--- src/rtl/sw_debouncer.sv ---
// Two-flop synchroniser plus per-bit stable-level debouncer for board slide switches.
// Optional rise/fall pulse outputs are built when SW_EDGE_EN is defined.
module sw_debouncer #(
   parameter int WIDTH         = 4,
   parameter int STABLE_CYCLES = 1000000,
   parameter int CNT_W         = $clog2(STABLE_CYCLES)
) (
   input  logic             clk,
   input  logic             rst_n,
   input  logic [WIDTH-1:0] sw_in,
   output logic [WIDTH-1:0] sw_out,
   output logic             busy
`ifdef SW_EDGE_EN
   ,
   output logic [WIDTH-1:0] sw_rise,
   output logic [WIDTH-1:0] sw_fall
`endif
);

   localparam logic [CNT_W-1:0] CNT_MAX = CNT_W'(STABLE_CYCLES - 1);

   logic [WIDTH-1:0]            sync1_q, sync2_q;
   logic [WIDTH-1:0]            stb_q, stb_d;
   logic [WIDTH-1:0][CNT_W-1:0] cnt_q, cnt_d;
   logic                        busy_q, busy_d;

   always_comb begin
      stb_d = stb_q;
      cnt_d = cnt_q;
      for (int i = 0; i < WIDTH; i++) begin
         // A return to the accepted level drops any partial qualification.
         if (sync2_q[i] == stb_q[i]) begin
            cnt_d[i] = '0;
         end else if (cnt_q[i] == CNT_MAX) begin
            stb_d[i] = sync2_q[i];
            cnt_d[i] = '0;
         end else begin
            cnt_d[i] = cnt_q[i] + CNT_W'(1);
         end
      end
      busy_d = |cnt_d;
   end

   always_ff @(posedge clk or negedge rst_n) begin
      if (!rst_n) begin
         sync1_q <= '0;
         sync2_q <= '0;
         stb_q   <= '0;
         cnt_q   <= '0;
         busy_q  <= 1'b0;
      end else begin
         sync1_q <= sw_in;
         sync2_q <= sync1_q;
         stb_q   <= stb_d;
         cnt_q   <= cnt_d;
         busy_q  <= busy_d;
      end
   end

   assign sw_out = stb_q;
   assign busy   = busy_q;

`ifdef SW_EDGE_EN
   logic [WIDTH-1:0] rise_q, fall_q;

   // Pulses land on the same edge the stable level changes.
   always_ff @(posedge clk or negedge rst_n) begin
      if (!rst_n) begin
         rise_q <= '0;
         fall_q <= '0;
      end else begin
         rise_q <= stb_d & ~stb_q;
         fall_q <= stb_q & ~stb_d;
      end
   end

   assign sw_rise = rise_q;
   assign sw_fall = fall_q;
`endif

endmodule

--- config.mk ---
export PLATFORM = sky130hd
export DESIGN_NAME = sw_debouncer
export DESIGN_NICKNAME = d
export VERILOG_FILES = /design/src/rtl/sw_debouncer.sv
export SDC_FILE = /design/constraint.sdc
export NUM_CORES = 1
export LEC_CHECK = 0
export BUFFER_PORTS_ARGS = -buffer_cell sky130_fd_sc_hd__buf_2
export CAP_MARGIN = 20
export CORE_MARGIN = 2
export CORE_UTILIZATION = 50
export CTS_CLUSTER_DIAMETER = 120
export DETAILED_ROUTE_END_ITERATION = 6
export PLACE_DENSITY = 0.68
export SLEW_MARGIN = 10
export SYNTH_ARGS = -nofsm -noshare
export SYNTH_HDL_FRONTEND = slang
export SYNTH_SLANG_ARGS = --single-unit
--- constraint.sdc ---
create_clock -name clk -period 3.6 [get_ports clk]
set_input_delay 0.36 -clock clk [delete_from_list [all_inputs] [get_ports clk]]
set_output_delay 0.36 -clock clk [all_outputs]
set_load 0.01 [all_outputs]
**Word-level counts from Yosys, hierarchy flattened**

Index checks and enable logic that the tools add are counted.

- Add/subtract/negate cells: 4
- Equality and inequality tests: 8
- Multiplexer cells: 8
- Bitwise logic cells: 4
- Reduce and logical (&&, ||, !) cells: 5

Operators by type and width:

| kind | count |
|---|---|
| two-way mux 20 bit | 8 |
| adder 20 x 1 -> 20 bit, second input constant | 4 |
| equality test 20 bit, second input constant | 4 |
| OR reduction 80 bit | 1 |
| AND reduction 2 bit | 4 |
| equality test 1 bit | 4 |
| inverter 1 bit | 4 |

- Register bits: 93
- Bits of input ports: 6
- Output and inout bits: 5

**Logic depth before layout (Yosys ltp)**

Gate-level depths: netlist of run 1.

- Depth in word-level cells: 4
- Mapped depth: 10
- Depth with buffers taken out: 9

**Worst setup path before layout of run 1**

No wires, ideal clock.

- Path type: register to register
- Start: register cnt_q[40] (netlist name)
- End: register busy_q, in the netlist busy
- Arrival: 2.490 ns
- Required time: 3.462 ns
- Setup slack: 0.972 ns
- Stages on the path, launching flop included: 10
- Clock period less this slack: 2.628 ns
- Cells stage by stage: dfrtp_1 > ha_1 > nand4_2 > or2_4 > o31ai_4 > nor2_2 > or3_1 > or4_1 > nor4_2 > nand4_1

RTL lines:

| item | RTL line | text |
|---|---|---|
| from (decl) | 24 | `logic [WIDTH-1:0][CNT_W-1:0] cnt_q, cnt_d;` |
| from (signal assigned) | 55 | `cnt_q <= cnt_d;` |
| to (signal assigned) | 56 | `busy_q <= busy_d;` |
| to (decl) | 25 | `logic busy_q, busy_d;` |

==> results of run 1 <==
==> stage by stage <==
stage          area (um^2)  hold slack (ns)  util [%]  std cells  power, mW
3_5_place_dp          5191           0.3365     53.36        666      1.194
5_1_grt               5430          0.05801     55.81        682      2.098
4_1_cts               5430          0.07547     55.81        682      2.033
3_3_place_gp          5191           0.3327     53.36        666      1.191
2_1_floorplan         5004          0.06441         -        537      1.149
6_report              5430          0.07259     55.81        682      2.016
==> worst max-delay path, cell delays in order, from the launching register on <==
cell     delay [ns]
dfrtp_1        0.39
ha_1           0.30
nand4_2        0.23
or2_4          0.32
o31ai_4        0.34
nor2_2         0.08
or3_1          0.34
or4_1          0.42
nor4_2         0.14
nand4_1        0.11
==> worst paths after layout <==
kind | endpoint | startpoint | slack (ns)
max | busy | cnt_q[40] | 0.79
min | cnt_q[23] | rst_n | 0.07
max reg2reg | busy | cnt_q[40] | 0.79
min reg2reg | sync2_q[0] | sync1_q[0] | 0.36
max in group asynchronous | cnt_q[66] | rst_n | 2.62
min in group clk | sync1_q[0] | sw_in[0] | 0.08
==> power by group <==
part / switching (mW) / internal (mW)
clock: 0.379 / 0.466
sequential: 0.0147 / 1.06
combinational: 0.0631 / 0.0328
==> layout make-up <==
| cell class | instances | area (um^2) | area share, % |
|---|---|---|---|
| Multi-Input combinational cell | 409 | 2540 | 46.77 |
| Timing Repair Buffer | 17 | 105.1 | 1.935 |
| Tap cell | 133 | 166.4 | 3.065 |
| Clock buffer | 11 | 131.4 | 2.419 |
| Sequential cell | 93 | 2327 | 42.86 |
| Inverter | 14 | 52.55 | 0.9677 |
| Clock inverter | 5 | 107.6 | 1.982 |
==> routing by layer <==
metal | vias to the layer above | GRT usage (%) | wire length [um]
met5 | - | 0 | 0
met3 | 11 | 4.449 | 325
li1 | 1880 | - | -
met4 | 0 | 5.019 | 99
met2 | 50 | 30.87 | 4744
met1 | 1814 | 27.98 | 4930
==> cells by family (layout without fill, tap and decap cells) <==
group	after synthesis	count (layout)	share of synthesized area [%]
simple gates	270	270	27.36
compound gates	45	45	6.102
fa+ha+maj	4	4	1.000
xor+xnor	78	78	13.65
flops	93	93	46.51
mux	12	12	2.651
buf+inv	35	47	2.726
==> placed cells by master, fill, tap and decap left out, types with 3 or more instances in the layout <==
cell,Yosys,final
buf_2,4,9
buf_4,0,8
nor3_1,19,19
o21ai_0,8,8
nand2b_1,4,4
o22ai_1,4,4
and3_1,11,11
dfrtp_1,93,93
nor4_1,17,17
xnor2_1,47,47
nor4b_1,4,4
clkbuf_8,0,9
a21oi_1,10,10
nand3_1,35,35
nand4_1,15,15
and4_1,3,3
nor4_2,3,3
mux2_2,9,9
ha_1,4,4
or4_1,4,4
bufinv_16,0,3
nand2_1,37,37
nor2_1,98,98
a31oi_1,7,7
inv_1,14,14
xor2_1,31,31
or3_1,4,4
==> registers in the layout, summed over array words and instances (netlist names) <==
| register | count |
|---|---|
| cnt_q | 80 |
| sw_out | 4 |
| sync1_q | 4 |
| sync2_q | 4 |
| busy | 1 |
==> impl_metrics.toml, run 1 <==
[run_status]
status = "finished, final reports clean"

[sta]
slew_headroom_pct = 47.47
hold_viol_final = 0
slew_viol_final = 0
rsz0062_at_grt = "false"
min_period_ns = 2.808
max_freq_mhz = 356.1
setup_viol = 0
layout_setup_ws_ns = 0.7915
final.setup_skew_ns = 0.01337
fin_setup_tns_ns = 0
tightest_slew_ns = 0.7879
finalCritPeriodShare_pct = 78.01

[clock_tree]
clk_pin_slew_worst_paths_ns = 0.09
insertion_delay_ns = 0.37
tritoncts = "done"
cts_buffer_depth = 2
h-tree-depth = 3
cts.repair.resized = 0
numCtsBuffers = 9
postCtsSetupRepairBufs = 0
cts_hold_buf = 0
cts_sinks = 93
clockRootBuffer = "clkbuf_8"

[synthesis]
syn_area_per_cell_um2 = 9.318
yosys.area.top_type = "dfrtp_1"
synth.most_common_cell = "nor2_1"
synth_edf_count = 0
ys_ff_latch = 93
async_flop_share_pct = 100.0
syn_nets = 547
ys.flop_type = "dfrtp_1"
yosysUniqueCellTypes = 53
netlist.area_leader.share_pct = 46.51
yosysWarningCount = 0
synth_commonest_cells = "nor2_1 (98), dfrtp_1 (93), xnor2_1 (47)"
syn-cell-area_mm2 = 0.005004
synth_seq_area_share_pct = 46.51
synthCells = 537
netlist_top_cells_area = "dfrtp_1 (47%), xnor2_1 (8.2%), nor2_1 (7.4%), xor2_1 (5.4%), nand3_1 (3.5%)"

[route]
dr_total_vias = 3755
drc = 0
wl_um = 10100
wl_per_cell_um = 14.81
antenna_left = 0
drt-initial-drc-count = 164
drt_pass1_iterations = 4
viasPerCell = 5.506

[place]
pre_cts_ws_ns = 0.7971
routabilityCongestion = 0.8832
port_buffers = 10
hpwl_um = 7161

[worst_setup_path]
path_class = "flop to flop"
cp.required_ns = 3.84
crit_path_max_fanout = 6
reg2reg_depth = 9
crit_arrival_ns = 3.05
endpoint_kind = "flop"
cp-start-kind = "flop"

[global_routing]
grt_pass1_vias = 3608
grt_max_degree = 64
grt_overflow = 0
grt_use_total_pct = 19.74
grt_pass1_wl_um = 17430
antenna_found_initial = 0

[flow_run]
cap_violations = 0

[die]
coreArea_mm2 = 0.009729
die_h_um = 104.0
floorplan.die_area_mm2 = 0.01082
initial_core_util_pct = 51.43
fp-row-count = 36
die_x_um = 104.0
io_pins = 11

[power]
powerDensity_mw_per_mm2 = 371.2
peakVddDrop_mv = 0.2168
leakage_nw = 2.180

[final_layout]
drive_gt1_share_pct = 9.107
fill_cells = 896
area_growth_syn_to_layout_pct = 8.527
nets = 554
insertedDiodeCount = 0

[hold_path]
hold_path_class = "primary input to asynchronous set/reset pin"
No activity file was read; power rests on OpenSTA's default activity.
==> run 2: changes to the inputs <==
- ABC_AREA: default -> 1
- clock period: 3.6 -> 2.7 ns (I/O delays scaled with it)
==> run 2 against run 1 <==
  * Design area increased by 17%
  * Flip-flop and latch count unchanged
  * Setup slack got worse by 0.20 ns
  * Sequential power increased by 34%
  * Via count increased by 37%
  * Critical path type unchanged
  * Largest cell class unchanged
  * Synthesized area increased by 16%
  * Register-to-register slack got worse by 0.20 ns
  * Non-clock buffer count decreased by 5
==> impl_metrics.toml, run 2 <==
[run_status]
status = "finished, final reports clean"

[route]
viasPerCell = 4.916
wl_per_cell_um = 12.62
drt_pass1_iterations = 5
dr_total_vias = 5152
antenna_left = 0
drc = 0
drt-initial-drc-count = 273
wl_um = 13220

[sta]
hold_viol_final = 0
slew_headroom_pct = 52.42
rsz0062_at_grt = "false"
finalCritPeriodShare_pct = 77.95
final.setup_skew_ns = 0.01207
layout_setup_ws_ns = 0.5954
fin_setup_tns_ns = 0
setup_viol = 0
tightest_slew_ns = 0.7137
slew_viol_final = 0
min_period_ns = 2.105
whs_ns = 0.02038
max_freq_mhz = 475.2

[synthesis]
synth-simple-area-share_pct = 42.85
synth.most_common_cell = "nand2_1"
synth_xor_area_share_pct = 1.965
netlist.area_leader.share_pct = 40.16
syn_nets = 889
synth_mux_area_share_pct = 0
syn-cell-area_mm2 = 0.005796
yosysWarningCount = 0
synth_compound_area_share_pct = 3.929
async_flop_share_pct = 100.0
netlist_top_cells_area = "dfrtp_1 (40%), nand2_1 (16%), nor2_1 (11%), inv_1 (9.8%), nand3_1 (6.7%)"
ys.flop_type = "dfrtp_1"
yosys.area.top_type = "dfrtp_1"
ys_ff_latch = 93
synth_seq_area_share_pct = 40.16
synth_fa_ha_area_share_pct = 0.8636
synthCells = 879
syn_area_per_cell_um2 = 6.593
synth_top_family_by_area = "simple AND/OR/NAND/NOR gates"
synth_commonest_cells = "nand2_1 (245), nor2_1 (177), inv_1 (152)"
yosysUniqueCellTypes = 30
synth_edf_count = 0

[final_layout]
layout_common_cells = "nand2_1 (245), nor2_1 (177), inv_1 (152), dfrtp_1 (93), nand3_1 (78)"
final_common_cell = "nand2_1"
area_growth_syn_to_layout_pct = 9.478
fill_cells = 1144
drive_gt1_share_pct = 7.514
largest_reg_flops = 80
nets = 910
regMostFlops = "cnt_q"
insertedDiodeCount = 0

[global_routing]
antenna_found_initial = 0
grt_use_total_pct = 22.67
grt_overflow = 0
grt_max_degree = 55
grt_pass1_wl_um = 22740
grt_pass1_vias = 4743

[power]
p_int_mw = 2.203
swShare_pct = 23.46
p_total_mw = 2.878
power_frac_seq_pct = 49.7
powerDensity_mw_per_mm2 = 453.7
pwr-share-comb_pct = 5.0
leakage_nw = 3.369
peakVddDrop_mv = 0.2595
p_sw_uw = 675.3
clkPwrFrac_pct = 45.3

[place]
hpwl_um = 10140
routabilityCongestion = 0.9040
port_buffers = 10
pre_cts_ws_ns = 0.6096

[worst_setup_path]
cp.required_ns = 2.95
cp_num_buf_inv = 0
endpoint_kind = "flop"
cp-start-kind = "flop"
critPathSlowestCell = "dfrtp_1"
path_cells = "ha_1 -> nand2_2 -> nor2_8 -> nand2_4 -> nor2_4 -> a21oi_1 -> nand3_1 -> nand2_1 -> nor3_1 -> nand2_1 -> nor2_1 -> nand2_1"
crit_path_max_fanout = 6
critical-path-top-delay-family = "simple AND/OR/NAND/NOR gates"
crit_arrival_ns = 2.35
cpPeakStageDelay_ns = 0.39
path_class = "flop to flop"
cpMostUsedCell = "nand2_1"

[clock_tree]
h-tree-depth = 3
insertion_delay_ns = 0.36
clockRootBuffer = "clkbuf_16"
postCtsSetupRepairBufs = 0
cts_buffer_depth = 2
numCtsBuffers = 9
tritoncts = "done"
cts_sinks = 93
clk_pin_slew_worst_paths_ns = 0.07

[die]
die_x_um = 111.7
coreArea_mm2 = 0.01137
initial_core_util_pct = 50.97
fp-row-count = 39
io_pins = 11
die_h_um = 111.7
floorplan.die_area_mm2 = 0.01247

[hold_path]
hold_path_class = "primary input to flop"

[flow_run]
cap_violations = 0
run 2: cell types whose count changed in the layout (fill, tap and decap cells not counted), sizes merged, moves of 8 or more:
cell	before	now
mux2	10	0
inv	15	154
nor2	99	198
nor4	20	0
nor3	19	11
and3	11	0
nand3	35	83
nand2	37	255
xnor2	47	3
xor2	31	10
o21ai	8	22
run 2: cell families after synthesis:
| logic type | Yosys count |
|---|---|
| XOR/XNOR | 13 |
| AO/OA/AOI/OAI | 41 |
| AND/OR/NAND/NOR | 572 |
| buffers and inverters | 156 |
| adder cells (fa/ha/maj) | 4 |
| flip-flops | 93 |
run 2: worst register-to-register path, delay by kind of cell (launching register included):
family	cells	cell delay, ns
fa+ha+maj	1	0.21
simple gates	10	1.23
compound gates	1	0.17
flops	1	0.39
run 2: final cells by class:
class | count | area [um^2] | share of cell area [%]
well taps | 143 | 178.9 | 2.820
clock inverters | 5 | 60.06 | 0.9466
clock buffers | 11 | 242.7 | 3.826
multi-input cells | 630 | 2875 | 45.32
repair buffers | 12 | 82.58 | 1.302
flip-flops and latches | 93 | 2327 | 36.68
inverters | 154 | 578.1 | 9.111
run 2: per-stage QoR:
stage	area [um^2]	utilization (%)	cells
final	6345	55.81	1048
after CTS	6345	55.81	1048
after detailed placement	6032	53.05	1031
after global placement	6032	53.05	1031
after floorplan	5796	-	879
after global routing	6345	55.81	1048
run 2: worst paths after layout:
kind	startpoint	endpoint	slack [ns]	cells past startpoint
max reg2reg	cnt_q[60]	busy	0.60	12
min reg2reg	sync1_q[0]	sync2_q[0]	0.35	0
min	sw_in[0]	sync1_q[0]	0.02	1
max	cnt_q[60]	busy	0.60	12
max in group asynchronous	rst_n	cnt_q[66]	1.52	3
min in group asynchronous	rst_n	cnt_q[57]	0.51	2
run 2: power groups by stage:
stage | sequential (mW) | clock [mW] | combinational [mW]
after floorplan | 1.46 | 0 | 0.0854
after global placement | 1.46 | 0 | 0.146
after detailed placement | 1.46 | 0 | 0.146
after CTS | 1.43 | 1.33 | 0.148
after global routing | 1.43 | 1.39 | 0.167
final | 1.43 | 1.30 | 0.143
run 2: routing by layer:
metal | GRT usage [%] | vias to the layer above | part of all wire [%]
li1 | - | 2732 | -
met4 | 7.407 | 0 | 1.7
met3 | 3.702 | 15 | 3.3
met2 | 34.87 | 78 | 45
met1 | 32.90 | 2327 | 50
met5 | 0 | - | 0
run 2: what timing repair did:
item                      in CTS  in global routing
hold endpoints to repair      12                  0
gates resized for setup        0                  0
hold buffers                   1                  0
